### src/rtl/mcp4922_pkg.sv
// Shared types, sizes and the command-word builder for the MCP4922 DAC writer.
package mcp4922_pkg;
    localparam int DAC_N      = 12;
    localparam int FRAME_BITS = 16;
    localparam int CHANNELS   = 2;

    typedef enum logic [1:0] {
        ST_IDLE   = 2'd0,
        ST_FRAME  = 2'd1,
        ST_CS_GAP = 2'd2,
        ST_LDAC   = 2'd3
    } dac_state_t;

    function automatic logic [FRAME_BITS-1:0] build_cmd(
        input logic             ch,
        input logic [DAC_N-1:0] data,
        input logic             cfg_buf,
        input logic             cfg_ga_n,
        input logic             cfg_shdn_n
    );
        return {ch, cfg_buf, cfg_ga_n, cfg_shdn_n, data};
    endfunction
endpackage

### src/rtl/spi_half_tick.sv
// SCLK half-period timer: down-counter that pulses o_tick once every SCLK_DIV cycles.
module spi_half_tick #(
    parameter int SCLK_DIV = 2
) (
    input  logic i_clk,
    input  logic i_rst,
    input  logic i_restart,
    output logic o_tick
);
    localparam int            CW     = (SCLK_DIV > 1) ? $clog2(SCLK_DIV) : 1;
    localparam logic [CW-1:0] RELOAD = CW'(SCLK_DIV - 1);

    logic [CW-1:0] r_cnt;

    // A restart loads the full period so the first tick lands exactly SCLK_DIV cycles later.
    always_ff @(posedge i_clk or posedge i_rst) begin
        if (i_rst) begin
            r_cnt <= RELOAD;
        end else if (i_restart || (r_cnt == '0)) begin
            r_cnt <= RELOAD;
        end else begin
            r_cnt <= r_cnt - CW'(1);
        end
    end

    assign o_tick = (r_cnt == '0);
endmodule

### src/rtl/mcp4922_dac.sv
// MCP4922 writer: takes a sample pair, shifts out channel A then B frames, then strobes LDAC_n.
// state     | meaning
// ST_IDLE   | ready for a pair, all SPI lines idle
// ST_FRAME  | CS_n low, 16 SCLK periods plus one trailing low half-period
// ST_CS_GAP | CS_n high for one half-period between/after frames
// ST_LDAC   | LDAC_n low for one half-period, both outputs update
module mcp4922_dac
    import mcp4922_pkg::*;
#(
    parameter int   SCLK_DIV = 2,
    parameter logic BUF      = 1'b0,
    parameter logic GA_n     = 1'b1,
    parameter logic SHDN_n   = 1'b1
) (
    input  logic                           CLK50,
    input  logic                           reset,
    input  logic [CHANNELS-1:0][DAC_N-1:0] dac_in,
    input  logic                           dac_valid,
    output logic                           dac_ready,
    output logic                           SPI_OUT,
    output logic                           SCLK,
    output logic                           CS_n,
    output logic                           LDAC_n
);
    localparam logic [3:0] LAST_BIT = 4'(FRAME_BITS - 1);

    dac_state_t            r_state;
    dac_state_t            w_state_nxt;
    logic                  w_tick;
    logic                  w_restart;
    logic                  w_enter_frame;
    logic                  r_ch;
    logic                  r_sclk;
    logic                  r_done;
    logic [3:0]            r_bit_cnt;
    logic [FRAME_BITS-1:0] r_shift;
    logic [DAC_N-1:0]      r_sample_b;

    spi_half_tick #(.SCLK_DIV(SCLK_DIV)) u_half_tick (
        .i_clk     (CLK50),
        .i_rst     (reset),
        .i_restart (w_restart),
        .o_tick    (w_tick)
    );

    always_ff @(posedge CLK50 or posedge reset) begin
        if (reset) begin
            r_state <= ST_IDLE;
        end else begin
            r_state <= w_state_nxt;
        end
    end

    always_comb begin
        w_state_nxt = r_state;
        case (r_state)
            ST_IDLE:   if (dac_valid) w_state_nxt = ST_FRAME;
            ST_FRAME:  if (w_tick && !r_sclk && r_done) w_state_nxt = ST_CS_GAP;
            ST_CS_GAP: if (w_tick) w_state_nxt = r_ch ? ST_LDAC : ST_FRAME;
            ST_LDAC:   if (w_tick) w_state_nxt = ST_IDLE;
            default:   w_state_nxt = ST_IDLE;
        endcase
    end

    always_comb begin
        dac_ready = 1'b0;
        CS_n      = 1'b1;
        LDAC_n    = 1'b1;
        SPI_OUT   = 1'b0;
        case (r_state)
            ST_IDLE:  dac_ready = 1'b1;
            ST_FRAME: begin
                CS_n    = 1'b0;
                SPI_OUT = r_shift[FRAME_BITS-1];
            end
            ST_LDAC:  LDAC_n = 1'b0;
            default:  ;
        endcase
    end

    assign SCLK          = r_sclk;
    assign w_restart     = (w_state_nxt != r_state);
    assign w_enter_frame = (w_state_nxt == ST_FRAME) && (r_state != ST_FRAME);

    // Shift only on falling edges; after the 16th falling edge r_done holds SCLK low until CS_n rises.
    always_ff @(posedge CLK50 or posedge reset) begin
        if (reset) begin
            r_ch       <= 1'b0;
            r_sclk     <= 1'b0;
            r_done     <= 1'b0;
            r_bit_cnt  <= '0;
            r_shift    <= '0;
            r_sample_b <= '0;
        end else if (w_enter_frame) begin
            r_sclk    <= 1'b0;
            r_done    <= 1'b0;
            r_bit_cnt <= LAST_BIT;
            r_ch      <= (r_state != ST_IDLE);
            if (r_state == ST_IDLE) begin
                r_sample_b <= dac_in[1];
                r_shift    <= build_cmd(1'b0, dac_in[0], BUF, GA_n, SHDN_n);
            end else begin
                r_shift    <= build_cmd(1'b1, r_sample_b, BUF, GA_n, SHDN_n);
            end
        end else if ((r_state == ST_FRAME) && w_tick) begin
            if (!r_sclk) begin
                if (!r_done) r_sclk <= 1'b1;
            end else begin
                r_sclk <= 1'b0;
                if (r_bit_cnt != '0) begin
                    r_shift   <= {r_shift[FRAME_BITS-2:0], 1'b0};
                    r_bit_cnt <= r_bit_cnt - 4'd1;
                end else begin
                    r_done <= 1'b1;
                end
            end
        end
    end
endmodule
### config.mk
export PLATFORM = sky130hd
export DESIGN_NAME = mcp4922_dac
export DESIGN_NICKNAME = d
export VERILOG_FILES = /design/src/rtl/mcp4922_pkg.sv /design/src/rtl/spi_half_tick.sv /design/src/rtl/mcp4922_dac.sv
export SDC_FILE = /design/constraint.sdc
export NUM_CORES = 1
export LEC_CHECK = 0
export ABC_AREA = 1
export CAP_MARGIN = 5
export CORE_MARGIN = 8
export CORE_UTILIZATION = 53
export DETAILED_ROUTE_END_ITERATION = 10
export MAX_ROUTING_LAYER = met4
export PLACE_DENSITY = 0.82
export SYNTH_ARGS = -nofsm -noshare
export SYNTH_HDL_FRONTEND = slang
export SYNTH_SLANG_ARGS = --single-unit
### constraint.sdc
create_clock -name CLK50 -period 1.85 [get_ports CLK50]
set_input_delay 0.37 -clock CLK50 [delete_from_list [all_inputs] [get_ports CLK50]]
set_output_delay 0.37 -clock CLK50 [all_outputs]
set_load 0.01 [all_outputs]
==> flow_summary.yaml, run 1 <==
status:
  run_status: "complete, no violations"
pwr:
  leakage_nw: 1.20
  pwr-share-seq_pct: 36.8
  clockPowerShare_pct: 14.5
  power_switching_mw: 1.63
  p_per_area_mw_per_mm2: 1600
  pwr-share-comb_pct: 48.7
  switching_share_pct: 42.0
  finalPower_mw: 3.88
  p_int_mw: 2.25
  vdd_drop_max_v: 0.000913
setup_path:
  crit_path_max_incr_delay_ps: 570
  cp.arrival_ps: 1370
  worstSetupPathType: "reg2out"
  path_delay_family: "buffers and inverters"
  start_kind: "register"
  cp_max_fo: 6
  end_kind: "output port"
  cp_num_buf_inv: 1
  cpMaxStageDelayCell: "clkdlybuf4s50_1"
  reg2reg_slack_ps: 190
  crit_chain: "clkdlybuf4s50_1"
  required_ps: 1480
timing:
  slew_violations: 0
  final.period_utilization_pct: 94.1
  hold-worst-slack_ps: 386
  skew_ps: 10.8
  worstMarginPinSlew_ps: 249
  finalSetupViolCount: 0
  min_period_ps: 1740
  maxSlewHeadroom_pct: 83.2
  max_freq_mhz: 575
  tns_ps: 0
  hold_viol: 0
route:
  ant_nets: 0
  routedWlPerCell_microns: 11.8
  vias: 1609
  drt_iter0_markers: 85
  vias_per_cell: 4.77
  dr.pass1.iters: 4
  wl_mm: 3.97
  drc_errors: 0
finish:
  synthToLayoutAreaGrowth_pct: 24.9
  n_antenna_cell: 0
  layout.nets: 316
  drive_gt1_share_pct: 11.8
yosys:
  synth_top_area_share_pct: 47.7
  synth_seq_cells: 38
  synth_area_per_cell_sq_um: 7.76
  synth_top_area_cell: "dfrtp_1"
  yosysSeqAreaShare_pct: 49.1
  synthCells: 250
  synth_common_cells: "nand2_1 (100), dfrtp_1 (37), o21ai_0 (36)"
  async_flop_share_pct: 100
  syn_nets: 278
  synth_edf_count: 0
  syn_area_sq_mm: 0.00194
  synth.most_common_cell: "nand2_1"
  synth.area.top_cells: "dfrtp_1 (48%), nand2_1 (19%), o21ai_0 (9.3%)"
  ys_types: 26
  ys.flop_type: "dfrtp_1"
  yosysWarnings: 0
floorplanning:
  ios: 32
  core-area_sq_mm: 0.00358
  start_util_pct: 54.2
  dieArea_sq_mm: 0.00585
  die_x_microns: 76.5
  row_count: 22
  die_h_microns: 76.5
clocking:
  h-tree-depth: 2
  clockBufferDepth: 2
  clk_latency_ps: 350
  clk_pin_slew_ps: 120
  clockRootBuffer: "clkbuf_4"
  cts_buffers: 5
  cts.sinks: 38
  ctsHoldBuffers: 0
  tritoncts: "done"
grt:
  grt_max_degree: 39
  grt_pass1_vias: 1603
  grt_usage_pct: 14.5
  grt-ovfl-total: 0
  grt_pass1_wl_mm: 6.86
  antenna_found_initial: 0
placement:
  dp_hpwl_mm: 2.85
  gp_congestion: 0.823
  port_buffers: 31
run:
  cap_violations: 0
hold_path:
  hp-class: "in2async"
## logic make-up after synthesis
family,count (synthesis),synth area share [%]
and+or+nand+nor,124,27.5
DFF,38,49.1
buffers and inverters,39,9.48
AOI/OAI and AO/OA,48,13.3
adders and majority gates,1,0.645
## power groups by stage
stage | Combinational (mW) | Clock, mW | Sequential, mW
floorplan | 1.39 | 0 | 1.39
global placement | 1.79 | 0 | 1.42
detailed placement | 1.83 | 0 | 1.44
CTS | 1.85 | 0.568 | 1.41
global route | 2.14 | 0.607 | 1.47
finish | 1.89 | 0.563 | 1.42
## repair_timing
action                     CTS  global route
setup buffers                3             2
pin swaps                    0             1
resized for setup            7             2
setup endpoints to repair    3            20
## layer usage
layer | vias up | global-route usage, % | part of all wire [%]
met4 | 0 | 4.42 | 0.40
met2 | 36 | 21.7 | 47
li1 | 854 | - | -
met5 | - | - | 0
met3 | 2 | 4.36 | 4.1
met1 | 717 | 18.3 | 49
## layout by cell type, fill, tap and decap left out, drive strengths merged
cell / n
a21oi: 4
a31oi: 1
buf: 9
bufinv: 1
clkbuf: 6
clkdlybuf4s50: 27
clkinv: 1
clkinvlp: 1
dfrtp: 37
dfstp: 1
dlygate4sd2: 4
ha: 1
inv: 29
nand2: 103
nand3: 4
nand3b: 2
nor2: 11
nor3: 4
o21ai: 42
o22ai: 1
## sequential cells by signal (all words and copies together), names as in the netlist
| name | flops |
|---|---|
| r_shift | 16 |
| r_sample_b | 12 |
| r_bit_cnt | 4 |
| r_state | 2 |
| SCLK | 1 |
| r_ch | 1 |
| r_done | 1 |
| u_half_tick.r_cnt | 1 |
## final cells by class
class                           instances  area [sq um]
Clock buffer                            6          41.3
Clock inverter                          2          37.5
Fill cell                             308          1150
Inverter                               30           118
Multi-Input combinational cell        173           815
Sequential cell                        38           955
Tap cell                               48          60.1
Timing Repair Buffer                   40           398
## metrics by stage
step           utilization (%)  std cells  instance area, sq um  setup WS (ps)
2_1_floorplan                -        250                  1940            354
3_3_place_gp              64.3        324                  2300            110
3_5_place_dp              64.3        324                  2300           86.9
4_1_cts                   67.1        335                  2400           78.7
5_1_grt                   67.7        337                  2420          -3.66
6_report                  67.7        337                  2420            110
## worst paths after layout
path | start | endpoint | cells past startpoint
setup / recovery | SCLK | SCLK | 1
hold / removal | reset | r_shift[0] | 3
setup reg to reg | u_half_tick.r_cnt | r_shift[10] | 11
hold reg to reg | r_shift[0] | r_shift[0] | 2
max in group asynchronous | reset | u_half_tick.r_cnt | 3
min in group CLK50 | r_shift[0] | r_shift[0] | 2
(Power assumes the default switching activity.)
==> inputs of run 2 (changes only) <==
- CTS_BUF_LIST: unset -> sky130_fd_sc_hd__clkbuf_4 sky130_fd_sc_hd__clkbuf_8 sky130_fd_sc_hd__clkbuf_16
==> run 2 against run 1 <==
Compared with the run above: via count up 0.37%; non-clock buffer count unchanged; critical endpoint unchanged; sequential share of layout area down 0.061 points; largest power group unchanged; design area up 0.16%; register-to-register slack about the same; flip-flop and latch count unchanged; cell count unchanged; clock-buffer cell count unchanged.
==> flow_summary.yaml, run 2 (synthesis results as in run 1) <==
clocking:
  clockRootBuffer: "clkbuf_4"
  ctsHoldBuffers: 0
  clk_latency_ps: 350
  cts_buffers: 5
  h-tree-depth: 2
  cts.sinks: 38
  clk_pin_slew_ps: 120
  tritoncts: "done"
  clockBufferDepth: 2
route:
  vias: 1615
  vias_per_cell: 4.79
  ant_nets: 0
  drc_errors: 0
  drt_iter0_markers: 105
  wl_mm: 3.99
  dr.pass1.iters: 4
  routedWlPerCell_microns: 11.8
placement:
  dp_hpwl_mm: 2.85
  post-place-ws_ps: 86.9
  port_buffers: 31
  place_inst: 324
  gp_congestion: 0.823
floorplanning:
  ios: 32
  die_x_microns: 76.5
  start_util_pct: 54.2
  die_h_microns: 76.5
  dieArea_sq_mm: 0.00585
  core-area_sq_mm: 0.00358
  row_count: 22
finish:
  reg_top3: "r_shift: 16 flops, r_sample_b: 12 flops, r_bit_cnt: 4 flops"
  layout_commonest_cell: "nand2_1"
  drive_gt1_share_pct: 12.1
  n_antenna_cell: 0
  synthToLayoutAreaGrowth_pct: 25.1
  most-common-layout-cells: "nand2_1 (98), o21ai_0 (36), dfrtp_1 (35)"
  layout.nets: 316
  regMostFlops: "r_shift"
  final_cells: 337
  utilization_pct: 67.8
  largest_reg_flops: 16
timing:
  finalSetupViolCount: 0
  hold-worst-slack_ps: 387
  maxSlewHeadroom_pct: 83.2
  final.period_utilization_pct: 94.1
  slew_violations: 0
  skew_ps: 10.8
  fin_ws_ps: 110
  max_freq_mhz: 575
  min_period_ps: 1740
  hold_viol: 0
  worstMarginPinSlew_ps: 249
pwr:
  pwr-share-seq_pct: 36.6
  power_switching_mw: 1.63
  leakage_nw: 1.20
  switching_share_pct: 41.9
  p_int_mw: 2.26
  clockPowerShare_pct: 14.8
  pwr-share-comb_pct: 48.6
  vdd_drop_max_v: 0.000909
  p_per_area_mw_per_mm2: 1600
grt:
  grt-ovfl-total: 0
  grt_pass1_wl_mm: 6.84
  antenna_found_initial: 0
  grt_usage_pct: 14.4
  grt_pass1_vias: 1601
  grt_max_degree: 39
setup_path:
  crit_chain: "clkdlybuf4s50_1"
  cp_num_buf_inv: 1
  required_ps: 1480
  cp_max_fo: 6
  start_kind: "register"
  crit_path_max_incr_delay_ps: 570
  cpMaxStageDelayCell: "clkdlybuf4s50_1"
  worstSetupPathType: "reg2out"
  cp.arrival_ps: 1370
  path_delay_family: "buffers and inverters"
  end_kind: "output port"
status:
  run_status: "complete, no violations"
hold_path:
  hp-class: "in2async"
run:
  cap_violations: 0
[run 2: cell counts in the layout (fill, tap and decap cells not counted)]
No cell type changed its count.
[run 2: worst register-to-register path, delay by kind of cell, from the launching register on]
kind / cells / cell delay (ps)
AO/OA/AOI/OAI: 2 / 260
AND/OR/NAND/NOR: 3 / 380
buffers and inverters: 3 / 330
adder cells (fa/ha/maj): 1 / 190
flip-flops: 1 / 390
[run 2: path summary, 6_finish.rpt]
| path | start | cells past startpoint | slack, ps | to |
|---|---|---|---|---|
| setup reg to reg | r_bit_cnt[0] | 9 | 190 | r_bit_cnt[0] |
| hold / removal | reset | 3 | 390 | r_shift[0] |
| max in group asynchronous | reset | 3 | 1220 | u_half_tick.r_cnt |
| min in group CLK50 | r_shift[0] | 2 | 490 | r_shift[0] |
| hold reg to reg | r_shift[0] | 2 | 490 | r_shift[0] |
| setup / recovery | SCLK | 1 | 110 | SCLK |
[run 2: power by group through the flow]
stage	Sequential [mW]	Combinational [mW]	Clock, mW
2_1_floorplan	1.39	1.39	0
3_3_place_gp	1.42	1.79	0
3_5_place_dp	1.44	1.83	0
4_1_cts	1.41	1.85	0.582
5_1_grt	1.47	2.14	0.621
6_report	1.43	1.89	0.577
[run 2: through the flow]
| step | TNS [ps] | instance area, sq um | power (mW) |
|---|---|---|---|
| after floorplan | 0 | 1940 | 2.78 |
| after global placement | 0 | 2300 | 3.22 |
| after detailed placement | 0 | 2300 | 3.27 |
| after CTS | 0 | 2400 | 3.85 |
| after global routing | -3.63 | 2430 | 4.24 |
| final | 0 | 2430 | 3.89 |
[run 2: what timing repair did]
item / CTS / global route
resized for setup: 7 / 2
setup buffers: 3 / 2
pin swaps: 0 / 1
endpoints found under the setup margin: 3 / 20
[run 2: per-layer routing]
layer	part of all wire (%)	up-vias	wire (microns)	global-route usage (%)
met5	0	-	0	-
met4	0.40	0	16	4.42
met3	4.4	2	177	4.36
met2	47	40	1870	21.7
met1	48	720	1920	18.2
li1	-	853	-	-
[run 2: layout make-up]
cell class / instances / area [sq um]
repair buffers: 40 / 398
flip-flops and latches: 38 / 955
well taps: 48 / 60.1
clock inverters: 2 / 37.5
fillers: 308 / 1150
multi-input cells: 173 / 815
clock buffers: 6 / 45.0
inverters: 30 / 118
